## src/rtl/dm_store_port.sv

```systemverilog
// MEM-stage store port: byte-lane formation, DEPTH-entry FIFO write buffer and req/ack drain.
// Optional feature macro MISALIGN_EXC_EN adds the ades_o misaligned-store exception output.
module dm_store_port #(
   parameter int DEPTH = 4,
   parameter int AW    = 32
) (
   input  logic          clk,
   input  logic          reset,
   input  logic          memwrite_i,
   input  logic [1:0]    dmictr_i,
   input  logic [AW-1:0] addr_i,
   input  logic [31:0]   wdata_i,
   input  logic          load_i,
   output logic          stall_o,
   output logic          ld_hit_o,
   output logic          mem_req_o,
   input  logic          mem_ack_i,
   output logic [AW-3:0] mem_addr_o,
   output logic [3:0]    mem_be_o,
   output logic [31:0]   mem_wdata_o,
`ifdef MISALIGN_EXC_EN
   output logic          ades_o,
`endif
   output logic          empty_o
);

   localparam int PW = $clog2(DEPTH);

   typedef enum logic {S_IDLE, S_REQ} state_t;

   state_t        r_state;
   logic [AW-3:0] r_addr [DEPTH];
   logic [3:0]    r_be   [DEPTH];
   logic [31:0]   r_data [DEPTH];
   logic [PW-1:0] r_wp, r_rp;
   logic [PW:0]   r_cnt;

   logic [PW:0]   w_cnt_next;
   logic          w_push, w_pop, w_full, w_ades, w_hit;
   logic [3:0]    w_be;
   logic [31:0]   w_data;

   // Misaligned word/half stores fall onto the aligned lanes because the low
   // address bits they would need are simply not consulted.
   always_comb begin
      w_be   = 4'b0000;
      w_data = 32'h0;
      case (dmictr_i)
         2'b01: begin
            w_be   = 4'b1111;
            w_data = wdata_i;
         end
         2'b10: begin
            if (addr_i[1]) begin
               w_be   = 4'b1100;
               w_data = {wdata_i[15:0], 16'h0};
            end else begin
               w_be   = 4'b0011;
               w_data = {16'h0, wdata_i[15:0]};
            end
         end
         2'b11: begin
            w_be   = 4'b0001 << addr_i[1:0];
            w_data = {4{wdata_i[7:0]}};
         end
         default: ;
      endcase
   end

`ifdef MISALIGN_EXC_EN
   assign w_ades = memwrite_i & (((dmictr_i == 2'b01) & (addr_i[1:0] != 2'b00)) |
                                 ((dmictr_i == 2'b10) & addr_i[0]));
   assign ades_o = w_ades;
`else
   assign w_ades = 1'b0;
`endif

   // An entry is valid when its distance from the read pointer is below count.
   always_comb begin
      w_hit = 1'b0;
      for (int i = 0; i < DEPTH; i++) begin
         logic [PW-1:0] off;
         off = PW'(i) - r_rp;
         if (({1'b0, off} < r_cnt) && (r_addr[i] == addr_i[AW-1:2]))
            w_hit = 1'b1;
      end
   end

   assign mem_req_o   = (r_state == S_REQ);
   assign w_pop       = mem_req_o & mem_ack_i;
   assign w_full      = (r_cnt == (PW+1)'(DEPTH));
   assign ld_hit_o    = load_i & w_hit;
   assign stall_o     = ld_hit_o | (memwrite_i & ~w_ades & w_full & ~w_pop);
   assign w_push      = memwrite_i & (dmictr_i != 2'b00) & ~w_ades & ~stall_o;
   assign w_cnt_next  = r_cnt + (PW+1)'(w_push) - (PW+1)'(w_pop);
   assign empty_o     = (r_cnt == '0);

   assign mem_addr_o  = mem_req_o ? r_addr[r_rp] : '0;
   assign mem_be_o    = mem_req_o ? r_be[r_rp]   : '0;
   assign mem_wdata_o = mem_req_o ? r_data[r_rp] : '0;

   always_ff @(posedge clk or negedge reset) begin
      if (!reset) begin
         r_wp    <= '0;
         r_rp    <= '0;
         r_cnt   <= '0;
         r_state <= S_IDLE;
      end else begin
         if (w_push) r_wp <= r_wp + PW'(1);
         if (w_pop)  r_rp <= r_rp + PW'(1);
         r_cnt <= w_cnt_next;
         case (r_state)
            S_IDLE:  if (r_cnt != '0) r_state <= S_REQ;
            S_REQ:   if (w_pop && (w_cnt_next == '0)) r_state <= S_IDLE;
            default: r_state <= S_IDLE;
         endcase
      end
   end

   // NOTE: buffer storage has no reset; entries are only observed through
   // pointers and count, which are reset, so skipping it keeps it as plain RAM.
   always_ff @(posedge clk) begin
      if (w_push) begin
         r_addr[r_wp] <= addr_i[AW-1:2];
         r_be[r_wp]   <= w_be;
         r_data[r_wp] <= w_data;
      end
   end

endmodule

```

## config.mk

```make
export PLATFORM = sky130hd
export DESIGN_NAME = dm_store_port
export DESIGN_NICKNAME = d
export VERILOG_FILES = /design/src/rtl/dm_store_port.sv
export SDC_FILE = /design/constraint.sdc
export NUM_CORES = 1
export LEC_CHECK = 0
export ABC_AREA = 1
export CAP_MARGIN = 5
export CELL_PAD_IN_SITES_DETAIL_PLACEMENT = 1
export CELL_PAD_IN_SITES_GLOBAL_PLACEMENT = 2
export CORE_MARGIN = 3
export CORE_UTILIZATION = 38
export CTS_BUF_LIST = sky130_fd_sc_hd__clkbuf_4 sky130_fd_sc_hd__clkbuf_8
export DETAILED_ROUTE_END_ITERATION = 16
export PLACE_DENSITY_LB_ADDON = 0.3
export RECOVER_POWER = 50
export SLEW_MARGIN = 25
export SYNTH_ARGS = -nofsm -noshare
export SYNTH_HDL_FRONTEND = slang
export SYNTH_SLANG_ARGS = --single-unit
```

## constraint.sdc

```tcl
create_clock -name clk -period 7.1 [get_ports clk]
set_input_delay 0.71 -clock clk [delete_from_list [all_inputs] [get_ports clk]]
set_output_delay 0.71 -clock clk [all_outputs]
set_load 0.01 [all_outputs]
```

Word-level counts from Yosys, hierarchy flattened
Memory sizes are Yosys's and may differ from the RTL's. Cells that the tools add are included. Widths: inputs -> output; s select.

Add/subtract/negate cells: 8. $lt $le $gt $ge: 4. Equality and inequality tests: 8. Shift operators: 1. Multiplexer cells: 16. Bitwise operators: 10. Reductions and logical operators: 9.

Operator list (number): $eq 30x30->1 (4); $pmux 32 s3 (1); $mux 32 (2); $mux 30 (1); $lt 2x3->1 (4); $pmux 4 s3 (1); $mux 1 (8); $mux 4 (2); $and 1x1->1 (6); $logic_not 3->1 (2); $logic_and 1x1->1 (5); $add 2x1->2 const B (2); $eq 2x2->1 const B (2); $shl 1x2->4 const A (1); $sub 1x2->2 const A (2); $sub 2x2->2 const A (2); $add 3x1->3 (1); $eq 3x3->1 const B (1); $not 1->1 (3); $reduce_bool 3->1 (1); $sub 3x1->3 (1); $eq 2x1->1 const B (1); $pmux 1 s2 (1); $reduce_bool 2->1 (1); $or 1x1->1 (1).

Register bits: 8. Memory bits (writable): 264. Input bits: 71. Output and inout bits: 70. Logic and storage cells: 63. Memories kept: 3.

Memory list: r_data (depth 4, bits a word 32, read ports 1, clocked after memory_dff 0, wr ports 1, RTL line 34) `logic [31:0] r_data [DEPTH];`; r_addr (depth 4, bits a word 30, read ports 5, clocked after memory_dff 0, wr ports 1, RTL line 32) `logic [AW-3:0] r_addr [DEPTH];`; r_be (depth 4, bits a word 4, read ports 1, clocked after memory_dff 0, wr ports 1, RTL line 33) `logic [3:0] r_be [DEPTH];`.

Logic depth before layout (Yosys ltp)
Gate-level depths: netlist (run 1).

Depth in word-level cells: 17. Gate-level depth with buffers: 22. Mapped depth without buffers: 20.

Worst setup path after synthesis (run 1)
OpenSTA, ideal clock, no wires.

Kind: reg-to-reg. Start point: register r_rp[1]. End point: memory r_addr[0][0] (netlist name) (enable). Library setup time: 0.490 ns. Data arrival time: 4.762 ns. Required time: 6.610 ns. Path slack: 1.848 ns. Stages on the path, launching flop included: 17. Buffers on the path: 2. Clock period less this slack: 5.252 ns. Path through: dfrtp_1 > buf_2 > nor2_1 > buf_2 > inv_1 > nand2_1 > inv_1 > ha_1 > a21oi_1 > or2_0 > nand3_1 > nor2_1 > nor2_1 > nand2_2 > nand2_4 > nand3_4 > nor2_1.

Longest elaborated chain between the ends: 13. Elaborated cells on any way between the ends: 22. Those cells by class: add/sub: 4; order compare: 4; mux: 6; bitwise: 4; reduce/logical: 4.

Ends and longest elaborated chain: start: declaration (RTL line 35) `logic [PW-1:0] r_wp, r_rp;`; start signal: assignment (RTL line 110) `if (w_pop) r_rp <= r_rp + PW'(1);`; $sub 1x2->2 (RTL line 83) `off = PW'(i) - r_rp;`; $lt 2x3->1 (RTL line 84) `if (({1'b0, off} < r_cnt) && (r_addr[i] == addr_i[AW-1:2]))`; $logic_and 1x1->1 (RTL line 84); $mux 1 (3 in series) (RTL line 84); $mux 1 (*) (RTL line 84); $and 1x1->1 (*) (RTL line 92) `assign ld_hit_o = load_i & w_hit;`; $or 1x1->1 (*) (RTL line 93) `assign stall_o = ld_hit_o | (memwrite_i & ~w_ades & w_full & ~w_pop);`; $not 1->1 (*) (RTL line 94) `assign w_push = memwrite_i & (dmictr_i != 2'b00) & ~w_ades & ~stall_o;`; $and 1x1->1 (*) (RTL line 94); $mux 1 (*) (RTL line 123) `if (w_push) begin`; $mux 1 (not written as such) (*) (RTL line 124) `r_addr[r_wp] <= addr_i[AW-1:2];`; end: declaration (RTL line 32).

Mark *: on every way between the ends. The rest lies on a longest branch, timed or not.

Worst setup path in the final report (run 1)
Start point: register r_rp[0]. End point: memory r_data[2][27] (enable).

Longest elaborated chain between the ends: 13. Elaborated cells on any way between the ends: 22. Those cells by class: add/sub: 4; order compare: 4; mux: 6; bitwise: 4; reduce/logical: 4.

Ends and longest elaborated chain: $sub 1x2->2 (RTL line 83); $lt 2x3->1 (RTL line 84); $logic_and 1x1->1 (RTL line 84); $mux 1 (3 in series) (RTL line 84); $mux 1 (*) (RTL line 84); $and 1x1->1 (*) (RTL line 92); $or 1x1->1 (*) (RTL line 93); $not 1->1 (*) (RTL line 94); $and 1x1->1 (*) (RTL line 94); $mux 1 (*) (RTL line 123); $mux 1 (not written as such) (*) (RTL line 126) `r_data[r_wp] <= w_data;`; end: declaration (RTL line 34).

Marked as above.

==> metrics list, run 1 <==
- The clock arrives with between 0.03 and 0.04 ns of skew.
- Hold buffers post-CTS: 0
- The clock passes through at most 3 buffers.
- Critical-path cell with the highest stage delay: nor2_1
- Summing the areas of all and, or, nand and nor instances in the mapped netlist gives 15.9% of the synthesized area.
- Max-cap violations: 1
- After detailed placement, the design holds a cell count of 1722.
* Internal power summed over all cells: 3600 uW
* Total congestion overflow: 0
* CTS clk-pin slew, worst paths: approximately 0.060 ns
* Root cell of the clock tree: clkbuf_8
- Netlist area before placement: 12700 um2
- Via count of the first global-routing pass: 10.1k
- In the synthesized netlist the dominant register cell turns out to be edfxtp_1.
- Overall routed net length: ~38000 um
- After synthesis, the mean cell area works out to 10.7 um2.
- The largest single stage delay on the critical path is 1.26 ns.
* Combinational family with the most area after synthesis: simple AND/OR/NAND/NOR gates
- The H-tree was split into 2 levels.
- The clock network is responsible for 23.3% of the overall power.
- Setup crit end kind: flop
- Cell taking the most area after synthesis: edfxtp_1
- The synthesized design contains 272 register bits.
- Once detailed placement completed, the half-perimeter wirelength came to 25200 um.
- Most used standard cells in the synthesized netlist: edfxtp_1 (264), nand2_1 (239), nand3_1 (121)
* Post-layout net count: ~1.4k
- Die Height: about 190 um
- The synthesized netlist contains 35 unique library cells.
* Proportion of synthesized flip-flops having asynchronous set or reset: 2.94%
- Together, buffers and inverters on the worst path number 4.
- Setup slack on the worst reg-to-reg path comes out at around 1.6 ns.
* Complex-gate fraction of the synthesized area: 9.65%
- In the final layout, the share of cells above drive strength 1 is 7.93%.
- Worst-case setup slack after placement: 2.31 ns
* Fraction of the core area covered by cells at the end of the flow: 47.2%
- Mapped Cells: 1180
- Measured along the x axis, the die boundary spans 189 um.
- Crit Reg-Reg Startpoint: r_rp[0]
- Hold is met by between 0.5 and 0.6 ns.
- The critical path starts at r_rp[0].
- In this run, post-CTS repair resized a total of 0 instances.
- Derived from the worst setup path, the maximum achievable clock frequency is 0.182 GHz.
* Area share of fa/ha/maj cells after synthesis: 1.15%
* Count of port buffers added during placement: 140
- Setup violations remaining at the end of the flow were counted as 0.
* Number of placement rows: 66
* Initial antenna violation count: 2
* Detailed-route DRC error count: 0
* LEAKAGE: 0.00577 uW
- Worst path cell trace: buf_4 -> nand2_1 -> nand2_1 -> inv_1 -> ha_1 -> a21oi_1 -> or2_0 -> nand3_1 -> nor2_1 -> nor2_1 -> nand2_2 -> nand2_1 -> nand3_1 -> nor2_1 -> buf_16 -> buf_12
* Final weighted congestion of routability-driven global placement: approximately 0.84
* Worst-Margin Slew: 1.51 ns
* Xor and xnor fraction of the mapped netlist area: approximately 3.6%
- Max transition margin: -1.11%
- Post-CTS timing repair inserted 0 buffers for setup.
* Most frequent cell after synthesis: edfxtp_1
* Drt wl/cell: 21.1 um
- Capture instance of the worst register-to-register path: r_data[2][27]
* Classification of the worst-slack hold path: input port to async pin
- Iteration count of the initial detailed-routing pass: 7
* Final WS setup: 1.60 ns
- For this design the ratio of total power to cell area is 368 nW/um2.
- Cell types with the largest area share after synthesis: edfxtp_1 (63%), nand2_1 (7.1%), nand3_1 (4.8%)
- Area fraction of the dominant cell type after synthesis: 62.6%
* CTS sink cnt: 272
- The later pin in the worst-skew pair is clocked with a latency of 0.58 ns.
- Outcome: complete, but fails checks
- Top delay family on crit path: simple AND/OR/NAND/NOR gates
- Inserted Clock Buffers: 46
- For this configuration, the core starts out at a cell density of around 39%.
- In this run the count of I/O pins placed on the die edge is 141.
- Area of the die: 35600 um2
- At the worst endpoint, the required time is 7.34 ns.
- The final count of pins violating max slew was 14.
* Placeable Area: ~33000 um2
- Final total negative setup slack: 0 ns
- Relative to the synthesized area, the layout overhead comes to 21.7%.
- The sequential cells in the finished layout cover a total of 8130 um2.
* Clock period minus worst slack: 5.50 ns
* Sequential share of power: 37.5%
* Total area of multi-input combinational cells: 3850 um2
- The final critical path takes up between 70 and 80% of the cycle.
- Number of nets with antenna violations after detailed routing: 0
* Iteration-0 DRC count of the detailed router: 740
- Across the VDD grid, the largest voltage drop is ~0.21 mV.
* Violations in the final reports: max-capacitance violations, max-slew violations
- Unrepaired setup endpoints after global routing: no
- In the synthesized netlist, mux cells make up 0% of the area.
* Wire length of the first global-routing pass: ~59000 um
- Data arrives at the worst endpoint at ~5.7 ns.
* Pin count of the biggest net entering global routing: 70
- Power spent charging and discharging nets: 2080 uW
- Post-Syn Nets: between 1k and 1.5k
- TritonCTS built the clock tree.
- Along the worst path, the maximum fanout reaches 53.
- Of the synthesized area, sequential elements account for 64.1%.
* Fin. Hold Viols: 0
- Of the total power, combinational logic draws 39.1%.
- The number of cells on the worst reg-to-reg path is 16.
- Number of synthesized flops with an enable pin: roughly 260
- Dividing the detail-routed via count by the number of cells gives 5.22.
- Detailed routing inserted a total of about 9.4k vias.
- For this run, the number of Yosys warnings is 0.
* Combined global-route utilization of all metal layers: 21.3%
- Of the total power, the share spent switching nets is 36.6%.
- STA classifies the critical path startpoint as a flop.
* Kind of critical path: flop to flop
- Fillcell total: 3637
- Number of non-filler instances in the completed layout: 1805
worst max-delay path by stage:
| stage | to | cells past startpoint | slack, ns |
|---|---|---|---|
| 5_1_grt | r_data[2][27] | 16 | 1.14 |
| 4_1_cts | mem_addr_o[29] | 6 | 2.17 |
| 2_1_floorplan | r_addr[0][0] | 16 | 1.85 |
| 3_5_place_dp | r_data[1][2] | 15 | 2.31 |
| 6_report | r_data[2][27] | 16 | 1.60 |
| 3_3_place_gp | r_data[1][2] | 15 | 2.35 |
sequential cells by signal, summed over array words and instances (netlist names):
name / flops
mem_req_o: 1
r_addr: 120
r_be: 16
r_cnt: 3
r_data: 128
r_rp: 2
r_wp: 2
placed cells by master, fill, tap and decap left out, types with 12 or more instances in the layout:
cell	instances
o211ai_1	16
nand2_1	239
clkbuf_8	46
nor2_1	102
o22ai_1	14
clkdlybuf4s50_1	106
edfxtp_1	264
clkbuf_4	16
dlygate4sd3_1	34
a22oi_1	43
a221oi_1	25
xor2_1	21
a31oi_1	41
buf_4	12
o21ai_0	34
nand3_1	122
inv_1	117
xnor2_1	31
cells by family after synthesis:
kind of cell | Yosys count
adders and majority gates | 11
xor gates and xnor gates | 52
AOI/OAI and AO/OA | 181
buffers and inverters | 182
DFF | 272
and+or+nand+nor | 482
layer usage:
| metal | vias up | track usage, % | part of all wire (%) |
|---|---|---|---|
| met1 | 4643 | 27.9 | 43 |
| met4 | 2 | 6.04 | 2.2 |
| li1 | 4451 | - | - |
| met2 | 260 | 36.7 | 50 |
| met3 | 62 | 3.40 | 4.9 |
| met5 | - | 0 | 0.034 |
stage by stage:
stage | total power, uW | instance area (um2)
6_report | 5670 | 15400
5_1_grt | 6000 | 15400
4_1_cts | 5740 | 15400
3_5_place_dp | 4410 | 14600
3_3_place_gp | 4360 | 14600
2_1_floorplan | 3270 | 12700
power by group through the flow:
stage	Sequential, uW	Clock (uW)	Combinational [uW]
after global placement	2150	0	2210
final	2130	1320	2220
after CTS	2130	1350	2260
after detailed placement	2160	0	2250
after global routing	2150	1420	2420
after floorplan	2110	0	1160
worst register-to-register path, stage by stage (launching register included):
cell and delay [ns]:
dfrtp_2 0.34, buf_4 0.54, nand2_1 0.74, nand2_1 0.33, inv_1 0.07, ha_1 0.27, a21oi_1 0.06, or2_0 0.20
nand3_1 0.09, nor2_1 0.05, nor2_1 0.11, nand2_2 0.07, nand2_1 0.14, nand3_1 0.37, nor2_1 1.26, buf_16 0.26
buf_12 0.28
final cells by class:
cell class                      count  share of cell area, %
Sequential cell                   272                   52.7
Clock buffer                       62                   4.88
Antenna cell                        1                 0.0162
Tap cell                          442                   3.59
Timing Repair Buffer              154                   9.98
Inverter                          129                   3.14
Clock inverter                     19                  0.673
Multi-Input combinational cell    726                   25.0
(Power assumes the default switching activity.)
==> inputs of run 2 (changes only) <==
==> constraint.sdc (replaced) <==
create_clock -name clk -period 5.1 [get_ports clk]
set_input_delay 0.51 -clock clk [delete_from_list [all_inputs] [get_ports clk]]
set_output_delay 0.51 -clock clk [all_outputs]
set_load 0.01 [all_outputs]
==> metrics list, run 2 (synthesized netlist as in run 1, its figures left out) <==
- The height of the die is 189 um (unchanged).
- Final WS setup: 0.640 ns (was 1.60 ns)
* Critical path arrival: 4.90 ns (was 5.74 ns)
- The number of global-route vias before repair is 10.2k (was 10.1k).
- I/O pin cnt: 141 (unchanged)
- The number of core rows is 66 (unchanged).
* Placeable Area: 32700 um2 (unchanged)
- Post-CTS setup repair buffer count: 0 (unchanged)
* Post-placement cell area: 14600 um2 (about the same)
- Combined global-route utilization of all metal layers: 21.6% (was 21.3%)
* Top achievable clock speed: 0.224 GHz (was 0.182 GHz)
- The max-capacitance violation count was 0 (was 1).
- Pin count of the biggest net entering global routing: 67 (was 70)
* Average vias per placed instance: 5.23 (was 5.22)
- Largest registers: r_data: 128 flops, r_addr: 120 flops, r_be: 16 flops (unchanged)
- Fraction of the core area covered by cells at the end of the flow: 47.3% (was 47.2%)
- Layout cells sized above 1: 7.92% (was 7.93%)
- The sequential standard cell area came to 8130 um2 (unchanged).
- Via count of the routed design: 9459 (was 9418)
- The final critical path time including I/O delays and setup is 4.46 ns (was 5.50 ns).
* CTS sink cnt: 272 (unchanged)
- The critical path startpoint category is a flop (unchanged).
- The clock transition at the registers of the reported paths was 0.06 ns (about the same).
- The count of hold-fix buffers inserted at cts was 0 (unchanged).
- The number of flip-flops in the largest register is 128 (unchanged).
* Largest incremental delay on the critical path: 0.71 ns (was 1.26 ns)
* Drt wl/cell: 21.4 um (was 21.1 um)
* Fin. Hold Viols: 0 (unchanged)
* Count of port buffers added during placement: 140 (unchanged)
* Req. time, crit path: 5.54 ns (was 7.34 ns)
- Clock tree from TritonCTS: yes (unchanged)
- The clock latency on the worst-skew pair was 0.57 ns (was 0.58 ns).
* Count of pins over their slew limit: 0 (was 14)
- The end of the worst register-to-register path is mem_req_o (was r_data[2][27]).
* Unrepaired setup endpoints after global routing: no (unchanged)
- Classification of the worst-slack hold path: input port to async pin (unchanged)
- Final Setup Violations: 0 (unchanged)
- Outcome: completed (was complete, but fails checks)
- The root buffer cell was clkbuf_8 (unchanged).
* Worst-Margin Slew: 1.21 ns (was 1.51 ns)
- The number of CTS-inserted buffers came to 46 (unchanged).
* Total area of multi-input combinational cells: 3860 um2 (was 3850 um2)
- The largest register by flop count is r_data (unchanged).
* Commonest non-fill, non-tap cell in the layout: edfxtp_1 (unchanged)
- Worst-case setup slack after placement: 0.950 ns (was 2.31 ns)
- The area of the die is 35600 um2 (unchanged).
- The maximum level of the CTS H-tree was 2 (unchanged).
* Iteration-0 DRC count of the detailed router: 707 (was 740)
- Overall routed net length: 38700 um (was 38100 um)
* Initial core utilization: 38.8% (unchanged)
- The die outline width was 189 um (unchanged).
* Worst-path fanout max: 49 (was 53)
- Number of cells traversed by the worst register-to-register path: 19 (was 16)
* LEAKAGE: 0.00579 uW (was 0.00577 uW)
- Areal power density over the cells: 517 nW/um2 (was 368 nW/um2)
- Crit Reg-Reg Startpoint: r_rp[1] (was r_rp[0])
- Top delay family on crit path: adder cells (was simple AND/OR/NAND/NOR gates)
- The global-route wire length before repair came to 59600 um (was 58800 um).
- Placed Cells: 1725 (was 1722)
* Fin Hold WS: 0.307 ns (was 0.518 ns)
* Setup skew after layout: 0.0430 ns (was 0.0333 ns)
* Count of buffer and inverter cells on the critical path: 3 (was 4)
* Initial antenna violation count: 3 (was 2)
- Clock tree buffer depth: 3 (unchanged)
- Post-CTS sizing: 0 (unchanged)
- Final weighted congestion of routability-driven global placement: 0.826 (was 0.836)
* Critical-path cell with the highest stage delay: dfrtp_4 (was nor2_1)
- Period utilisation layout: 87.5% (was 77.5%)
- R2r setup slk: 0.64 ns (was 1.60 ns)
- Area Overhead vs Synth: 21.9% (was 21.7%)
- Peak supply drop: 0.356 mV (was 0.212 mV)
* Detailed-route DRC error count: 0 (unchanged)
* Total congestion overflow: 0 (unchanged)
* Kind of critical path: flop to flop (unchanged)
* Post-route cell area: 15500 um2 (was 15400 um2)
- Leading cell types in the layout, fill and taps excluded: edfxtp_1 (264), nand2_1 (240), nand3_1 (122), inv_1 (117), clkdlybuf4s50_1 (106) (was edfxtp_1 (264), nand2_1 (239), nand3_1 (122), inv_1 (117), clkdlybuf4s50_1 (106))
* Fillcell total: 3578 (was 3637)
* Number of nets with antenna violations after detailed routing: 0 (unchanged)
- Iteration count of the initial detailed-routing pass: 5 (was 7)
- Sum of net half-perimeters after detailed placement: 25100 um (was 25200 um)
* Setup crit end kind: flop (unchanged)
* Post-layout net count: 1413 (was 1411)
- The worst max-slew margin expressed relative to the limit was 19.3% (was -1.11%).
- Worst path cell trace: nand2_1 -> buf_4 -> nand2_1 -> ha_1 -> a21oi_1 -> or2_0 -> nand3_1 -> nor2_1 -> nor2_1 -> nand2_1 -> nand2_4 -> nand3_1 -> ha_1 -> inv_1 -> ha_1 -> fa_1 -> xor2_1 -> o41ai_1 -> inv_1 (was buf_4 -> nand2_1 -> nand2_1 -> inv_1 -> ha_1 -> a21oi_1 -> or2_0 -> nand3_1 -> nor2_1 -> nor2_1 -> nand2_2 -> nand2_1 -> nand3_1 -> nor2_1 -> buf_16 -> buf_12)
- Number of non-filler instances in the completed layout: 1807 (was 1805)
## run 2: routing by layer
| metal | GRT usage [%] | share of wire [%] | vias to the layer above |
|---|---|---|---|
| li1 | - | - | 4459 |
| met1 | 28.1 | 43 | 4698 |
| met2 | 38.1 | 50 | 254 |
| met3 | 3.57 | 5.2 | 48 |
| met4 | 4.61 | 1.3 | 0 |
| met5 | 0 | 0 | - |
## run 2: worst register-to-register path: cells and delay by family (launching register included)
kind	cells	cell delay, ns
AO/OA/AOI/OAI	2	0.31
AND/OR/NAND/NOR	9	1.37
adder cells (fa/ha/maj)	4	1.39
XOR/XNOR	1	0.18
buffers and inverters	3	0.42
flip-flops	1	0.71
## run 2: metrics by stage
stage	TNS (ns)	power, uW
global route	0	8440
floorplan	-40.15	4560
detailed placement	0	6160
global placement	0	6120
finish	0	7990
CTS	0	8090
## run 2: final cells by class
class	count	share of cell area, %
repair buffers	156	9.93
clock buffers	64	5.01
flip-flops and latches	272	52.6
well taps	442	3.58
multi-input cells	726	25.0
inverters	129	3.13
diodes	2	0.0324
clock inverters	16	0.680
## run 2: how the worst max path moves through the flow
stage	to	slack, ns	start	cells after the start
after global placement	mem_req_o	1.08	r_rp[1]	20
after detailed placement	mem_req_o	0.95	r_rp[1]	19
after floorplan	r_addr[0][0]	-0.15	r_rp[1]	16
after global routing	mem_req_o	0.31	r_rp[1]	20
final	mem_req_o	0.64	r_rp[1]	19
after CTS	mem_wdata_o[25]	0.67	r_rp[0]	7
## run 2: power by group
| group | internal (uW) | switching [uW] |
|---|---|---|
| logic | 1250 | 1800 |
| registers | 2790 | 221 |
| clock network | 1030 | 887 |
